--- src/rtl/dmem_arbiter.sv ---
// dmem_arbiter: two-port round-robin arbiter in front of a single-ported data
// memory. Each access takes one IDLE (arbitrate) cycle and one ACCESS cycle, so
// grants come at most once every two cycles. The response is registered at the
// edge that ends ACCESS.
module dmem_arbiter #(
   parameter int DATA_W    = 32,
   parameter int ADDR_W    = 32,
   parameter int MEM_DEPTH = 256
) (
   input  logic              i_clk,
   input  logic              i_rst_n,
   input  logic              i_req_a,
   input  logic              i_we_a,
   input  logic [ADDR_W-1:0] i_addr_a,
   input  logic [DATA_W-1:0] i_wdata_a,
   input  logic              i_req_b,
   input  logic              i_we_b,
   input  logic [ADDR_W-1:0] i_addr_b,
   input  logic [DATA_W-1:0] i_wdata_b,
   output logic              o_gnt_a,
   output logic              o_gnt_b,
   output logic              o_rvalid_a,
   output logic              o_rvalid_b,
   output logic [DATA_W-1:0] o_rdata_a,
   output logic [DATA_W-1:0] o_rdata_b,
   output logic              o_err_a,
   output logic              o_err_b,
   output logic [ADDR_W-1:0] o_mem_addr,
   output logic [DATA_W-1:0] o_mem_wdata,
   output logic              o_mem_write,
   output logic              o_mem_read,
   input  logic [DATA_W-1:0] i_mem_rdata
);

   localparam logic [ADDR_W-1:0] DEPTH_ADDR = ADDR_W'(MEM_DEPTH);

   typedef enum logic {
      S_IDLE   = 1'b0,
      S_ACCESS = 1'b1
   } state_e;

   state_e              state_q, state_d;
   logic                last_b_q, last_b_d;    // 1 = port B was granted last
   logic                sel_b_q, sel_b_d;      // winner of the access in flight
   logic                we_q, we_d;
   logic [ADDR_W-1:0]   mem_addr_q, mem_addr_d;
   logic [DATA_W-1:0]   mem_wdata_q, mem_wdata_d;
   logic                rvalid_a_q, rvalid_a_d;
   logic                rvalid_b_q, rvalid_b_d;
   logic [DATA_W-1:0]   rdata_a_q, rdata_a_d;
   logic [DATA_W-1:0]   rdata_b_q, rdata_b_d;
   logic                err_a_q, err_a_d;
   logic                err_b_q, err_b_d;

   logic                any_req;
   logic                pick_b;
   logic                in_range;
   logic [DATA_W-1:0]   rsp_data;

   assign any_req  = i_req_a | i_req_b;
   // B wins when it is alone, or on a tie when A was granted last.
   assign pick_b   = i_req_b & (~i_req_a | ~last_b_q);
   assign in_range = (mem_addr_q < DEPTH_ADDR);
   assign rsp_data = (in_range && !we_q) ? i_mem_rdata : '0;

   // State register; reset drops straight back to IDLE, killing any in-flight access.
   always_ff @(posedge i_clk or negedge i_rst_n) begin
      // NOTE: sequential state uses non-blocking assignments so every flop samples pre-edge values.
      if (!i_rst_n) state_q <= S_IDLE;
      else          state_q <= state_d;
   end

   // Next-state: ACCESS always lasts exactly one cycle.
   always_comb begin
      // NOTE: default first so every path assigns state_d and no latch is inferred.
      state_d = state_q;
      case (state_q)
         S_IDLE:   if (any_req) state_d = S_ACCESS;
         S_ACCESS: state_d = S_IDLE;
         default:  state_d = S_IDLE;
      endcase
   end

   // FSM outputs: grant and memory enables are live only during ACCESS.
   always_comb begin
      o_gnt_a     = 1'b0;
      o_gnt_b     = 1'b0;
      o_mem_write = 1'b0;
      o_mem_read  = 1'b0;
      if (state_q == S_ACCESS) begin
         o_gnt_a     = ~sel_b_q;
         o_gnt_b     = sel_b_q;
         o_mem_write = in_range & we_q;
         o_mem_read  = in_range & ~we_q;
      end
   end

   // Datapath next values: latch the winner's request in IDLE, build the response in ACCESS.
   always_comb begin
      last_b_d    = last_b_q;
      sel_b_d     = sel_b_q;
      we_d        = we_q;
      mem_addr_d  = mem_addr_q;
      mem_wdata_d = mem_wdata_q;
      rvalid_a_d  = 1'b0;
      rvalid_b_d  = 1'b0;
      rdata_a_d   = '0;
      rdata_b_d   = '0;
      err_a_d     = 1'b0;
      err_b_d     = 1'b0;
      if (state_q == S_IDLE && any_req) begin
         sel_b_d     = pick_b;
         last_b_d    = pick_b;
         we_d        = pick_b ? i_we_b    : i_we_a;
         mem_addr_d  = pick_b ? i_addr_b  : i_addr_a;
         mem_wdata_d = pick_b ? i_wdata_b : i_wdata_a;
      end
      if (state_q == S_ACCESS) begin
         if (sel_b_q) begin
            rvalid_b_d = 1'b1;
            rdata_b_d  = rsp_data;
            err_b_d    = ~in_range;
         end else begin
            rvalid_a_d = 1'b1;
            rdata_a_d  = rsp_data;
            err_a_d    = ~in_range;
         end
      end
   end

   // Datapath registers; the pointer resets to B so A wins the first tie.
   always_ff @(posedge i_clk or negedge i_rst_n) begin
      if (!i_rst_n) begin
         last_b_q    <= 1'b1;
         sel_b_q     <= 1'b0;
         we_q        <= 1'b0;
         mem_addr_q  <= '0;
         mem_wdata_q <= '0;
         rvalid_a_q  <= 1'b0;
         rvalid_b_q  <= 1'b0;
         rdata_a_q   <= '0;
         rdata_b_q   <= '0;
         err_a_q     <= 1'b0;
         err_b_q     <= 1'b0;
      end else begin
         last_b_q    <= last_b_d;
         sel_b_q     <= sel_b_d;
         we_q        <= we_d;
         mem_addr_q  <= mem_addr_d;
         mem_wdata_q <= mem_wdata_d;
         rvalid_a_q  <= rvalid_a_d;
         rvalid_b_q  <= rvalid_b_d;
         rdata_a_q   <= rdata_a_d;
         rdata_b_q   <= rdata_b_d;
         err_a_q     <= err_a_d;
         err_b_q     <= err_b_d;
      end
   end

   assign o_rvalid_a  = rvalid_a_q;
   assign o_rvalid_b  = rvalid_b_q;
   assign o_rdata_a   = rdata_a_q;
   assign o_rdata_b   = rdata_b_q;
   assign o_err_a     = err_a_q;
   assign o_err_b     = err_b_q;
   assign o_mem_addr  = mem_addr_q;
   assign o_mem_wdata = mem_wdata_q;

endmodule

--- config.mk ---
export PLATFORM = sky130hd
export DESIGN_NAME = dmem_arbiter
export DESIGN_NICKNAME = d
export VERILOG_FILES = /design/src/rtl/dmem_arbiter.sv
export SDC_FILE = /design/constraint.sdc
export NUM_CORES = 1
export LEC_CHECK = 0
export BUFFER_PORTS_ARGS = -buffer_cell sky130_fd_sc_hd__buf_2
export CAP_MARGIN = 10
export CORE_MARGIN = 2
export CORE_UTILIZATION = 41
export DETAILED_ROUTE_END_ITERATION = 8
export PLACE_DENSITY_LB_ADDON = 0.05
export RECOVER_POWER = 50
export SYNTH_ARGS = -nofsm -noshare
export SYNTH_HDL_FRONTEND = slang
export SYNTH_SLANG_ARGS = --single-unit
--- constraint.sdc ---
create_clock -name i_clk -period 1.4 [get_ports i_clk]
set_input_delay 0.07 -clock i_clk [delete_from_list [all_inputs] [get_ports i_clk]]
set_output_delay 0.07 -clock i_clk [all_outputs]
set_load 0.01 [all_outputs]
==> flow_summary.json <==
{
  "setup_ws_ns": -0.493,
  "synthesis.instances": 559,
  "netlist-cell-type-count": 23,
  "max-clock-path-buffers": 2,
  "drt_iter0_drc": 384,
  "via_count_of_the_first_global_routing_pass": 6667,
  "synth-seq-cells": 136,
  "clkSlewWorstSetupHoldPaths_ns": 0.06,
  "avgSynthCellArea_um2": 10.4,
  "synth_fp_nets": 725,
  "core_outline_area_um2": 13900,
  "track_usage": 0.301,
  "place.detailed.hpwl_mm": 12.1,
  "relSlewSlack": 0.339,
  "htree_num_levels": 4,
  "critical_path.cell_chain": "nor4_2 -> nand4_1 -> buf_6 -> nor3_2 -> buf_2",
  "failing_checks": "setup timing",
  "final_cell_mix": "sky130_fd_sc_hd__buf_2, sky130_fd_sc_hd__dfrtp_1, sky130_fd_sc_hd__dlygate4sd3_1",
  "postRouteWirelength_mm": 25.2,
  "ioPinCount": 302,
  "finished_core_util": 0.826,
  "cts_made_buffers": 17,
  "cts_tree": "built",
  "synthesis.area_um2": 5830,
  "tritoncts_num_sinks": 136,
  "cp_num_buf_inv": 2,
  "crit_path_end_kind": "output port",
  "hold_class": "primary input to flip-flop",
  "timing.critical_path.slowest_cell_delay_ns": 0.40,
  "combPwrFrac": 0.288,
  "floorplan.die.height_um": 123,
  "routed_vias_inst": 5.22,
  "worstSetupPathType": "flip-flop to output port",
  "grt_setup_unrepaired": "yes",
  "route.vias.total": 6548,
  "timing_hold_violations_final": 0,
  "final-setup-viol-count": 104,
  "die-area_um2": 15200,
  "layout_commonest_cell": "sky130_fd_sc_hd__buf_2",
  "initial_utilization": 0.420,
  "switching_share": 0.297,
  "report.power.total_mw": 13.5,
  "tightest_slew_ns": 0.991,
  "period_utilization_post_route": 1.35,
  "layoutNonFillerInstCount": 1255,
  "yosysWarningCount": 0,
  "clock_insertion_delay_worst_skew_ns": 0.42,
  "dp_cells": 1046,
  "place_congestion": 0.877,
  "critPathLaunchType": "flip-flop",
  "max_freq_mhz": 528,
  "run_status": "finished, violations left",
  "powerDensity_nw_per_um2": 1170,
  "clock_power_share": 0.364,
  "clock_skew_ns": 0.00950,
  "timing.critical_path.arrival_ns": 1.82,
  "postRouteAntennaNets": 0,
  "drt_first_pass_iters": 6,
  "max-vdd-ir-drop_mv": 0.880,
  "finalSetupTns_ns": -21.40,
  "die_x_um": 123,
  "nNetsFinal": 1226,
  "layout_overhead_on_the_synthesized_area_pct": 96.5,
  "layout-drive-gt1-share": 0.493,
  "grt_pass1_wl_mm": 34.3,
  "detail_route.wl_per_cell_um": 20.0,
  "timing_max_transition_violations_final": 0,
  "antenna_violations_before_repair": 2,
  "crit_slowest_cell": "sky130_fd_sc_hd__dfrtp_1",
  "path_max_fanout": 3,
  "crit_family": "simple AND/OR/NAND/NOR gates",
  "timing.critical_path.required_ns": 1.33,
  "switchingPower_mw": 4.00,
  "grt_max_degree": 82,
  "root_buffer_master": "sky130_fd_sc_hd__clkbuf_16",
  "power.sequential.fraction": 0.347,
  "shortest_period_the_worst_path_allows_ns": 1.89,
  "p_int_mw": 9.46,
  "maxCapViolations": 0,
  "residual_drc_count": 0,
  "placement_rows": 43,
  "buffer_ports.inserted": 301,
  "seq_area_frac_synth": 0.584,
  "global_route.overflow_total": 0,
  "power.leakage_nw": 6.11
}
## worst reg2reg max path, delay by kind of cell (launching register included)
family,cells,cell delay [ns]
simple gates,3,0.69
flops,1,0.40
buf+inv,4,0.61
## metrics by stage
stage          worst slack, ns  instance area [um2]  hold slack (ns)
2_1_floorplan          -0.0554                 5850           -0.226
3_3_place_gp            -0.207                 7970          0.00332
3_5_place_dp            -0.257                 7970          0.00452
4_1_cts                 -0.511                11000         0.000630
5_1_grt                 -0.562                11500           0.0249
6_report                -0.493                11500           0.0264
## worst paths after layout
kind | startpoint | end | slack, ns | cells past startpoint
max in group asynchronous | i_rst_n | o_rdata_a[12]$_DFF_PN0_ | 0.16 | 3
min | i_mem_rdata[8] | o_rdata_b[8]$_DFF_PN0_ | 0.03 | 4
min reg2reg | o_mem_wdata[14]$_DFFE_PN0P_ | o_mem_wdata[14]$_DFFE_PN0P_ | 0.47 | 2
max | o_mem_addr[12]$_DFFE_PN0P_ | o_mem_write | -0.49 | 5
min in group asynchronous | i_rst_n | o_rdata_b[29]$_DFF_PN0_ | 0.36 | 2
max reg2reg | o_mem_addr[12]$_DFFE_PN0P_ | o_rdata_b[2]$_DFF_PN0_ | -0.37 | 7
## routing by layer
layer  wire length, um  share of wire  global-route usage
met1              8790           0.35               0.331
met2             12800           0.51               0.511
met3              1900          0.076              0.0756
met4              1660          0.066               0.206
met5                 0              0                   0
## power groups by stage
stage | Combinational [mW] | Clock, mW | Sequential (mW)
6_report | 3.88 | 4.90 | 4.68
5_1_grt | 4.12 | 5.12 | 4.73
4_1_cts | 3.34 | 4.93 | 4.63
3_5_place_dp | 2.68 | 0 | 4.66
3_3_place_gp | 2.65 | 0 | 4.65
2_1_floorplan | 1.03 | 0 | 4.87
## cells in the mapped netlist
| library cell | instances | share of area |
|---|---|---|
| sky130_fd_sc_hd__o21a_1 | 2 | 0.0026 |
| sky130_fd_sc_hd__a21oi_1 | 1 | 0.00086 |
| sky130_fd_sc_hd__nand2_1 | 131 | 0.084 |
| sky130_fd_sc_hd__o21bai_1 | 1 | 0.0013 |
| sky130_fd_sc_hd__buf_4 | 5 | 0.0064 |
| sky130_fd_sc_hd__a22o_1 | 1 | 0.0015 |
| sky130_fd_sc_hd__buf_1 | 6 | 0.0039 |
| sky130_fd_sc_hd__nor3_2 | 20 | 0.034 |
| sky130_fd_sc_hd__nand4_1 | 1 | 0.0011 |
| sky130_fd_sc_hd__clkbuf_1 | 25 | 0.016 |
| sky130_fd_sc_hd__dfrtp_1 | 135 | 0.58 |
| sky130_fd_sc_hd__buf_2 | 8 | 0.0069 |
| sky130_fd_sc_hd__o21ai_0 | 65 | 0.056 |
| sky130_fd_sc_hd__a21boi_1 | 1 | 0.0013 |
| sky130_fd_sc_hd__and2_1 | 1 | 0.0011 |
| sky130_fd_sc_hd__nor3_1 | 45 | 0.039 |
| sky130_fd_sc_hd__nor2b_1 | 33 | 0.035 |
| sky130_fd_sc_hd__dfstp_2 | 1 | 0.0045 |
| sky130_fd_sc_hd__inv_1 | 2 | 0.0013 |
| sky130_fd_sc_hd__a31oi_1 | 1 | 0.0011 |
| sky130_fd_sc_hd__nor4_1 | 7 | 0.0075 |
| sky130_fd_sc_hd__buf_6 | 2 | 0.0039 |
| sky130_fd_sc_hd__mux2i_1 | 65 | 0.11 |
## cell type report
class	instances	area (um2)
diodes	2	5.00
clock buffers	20	447
clock inverters	12	199
fillers	733	2420
inverters	2	7.51
multi-input cells	375	3010
flip-flops and latches	136	3400
well taps	180	225
repair buffers	528	4170
## repair_timing
action	in CTS	in global routing
endpoints found under the hold margin	202	3
buffers inserted	19	14
cloned	17	2
hold buffers	130	4
gates resized for setup	104	155
pin swaps	57	20
setup endpoints to repair	83	128
## sequential cells by signal, summed over array words and instances, names as in the netlist
signal and cells:
state_q 1, o_rvalid_b 1, o_err_b 1, o_err_a 1, last_b_q 1, o_rdata_a 32
o_rvalid_a 1, o_rdata_b 32, o_mem_addr 32, o_mem_wdata 32, sel_b_q 1, we_q 1
## kinds of logic after synthesis
| logic type | synth area share |
|---|---|
| buffers and inverters | 0.0384 |
| and+or+nand+nor | 0.202 |
| muxes | 0.112 |
| DFF | 0.584 |
| AOI/OAI and AO/OA | 0.0643 |
No activity file was read; power rests on OpenSTA's default activity.
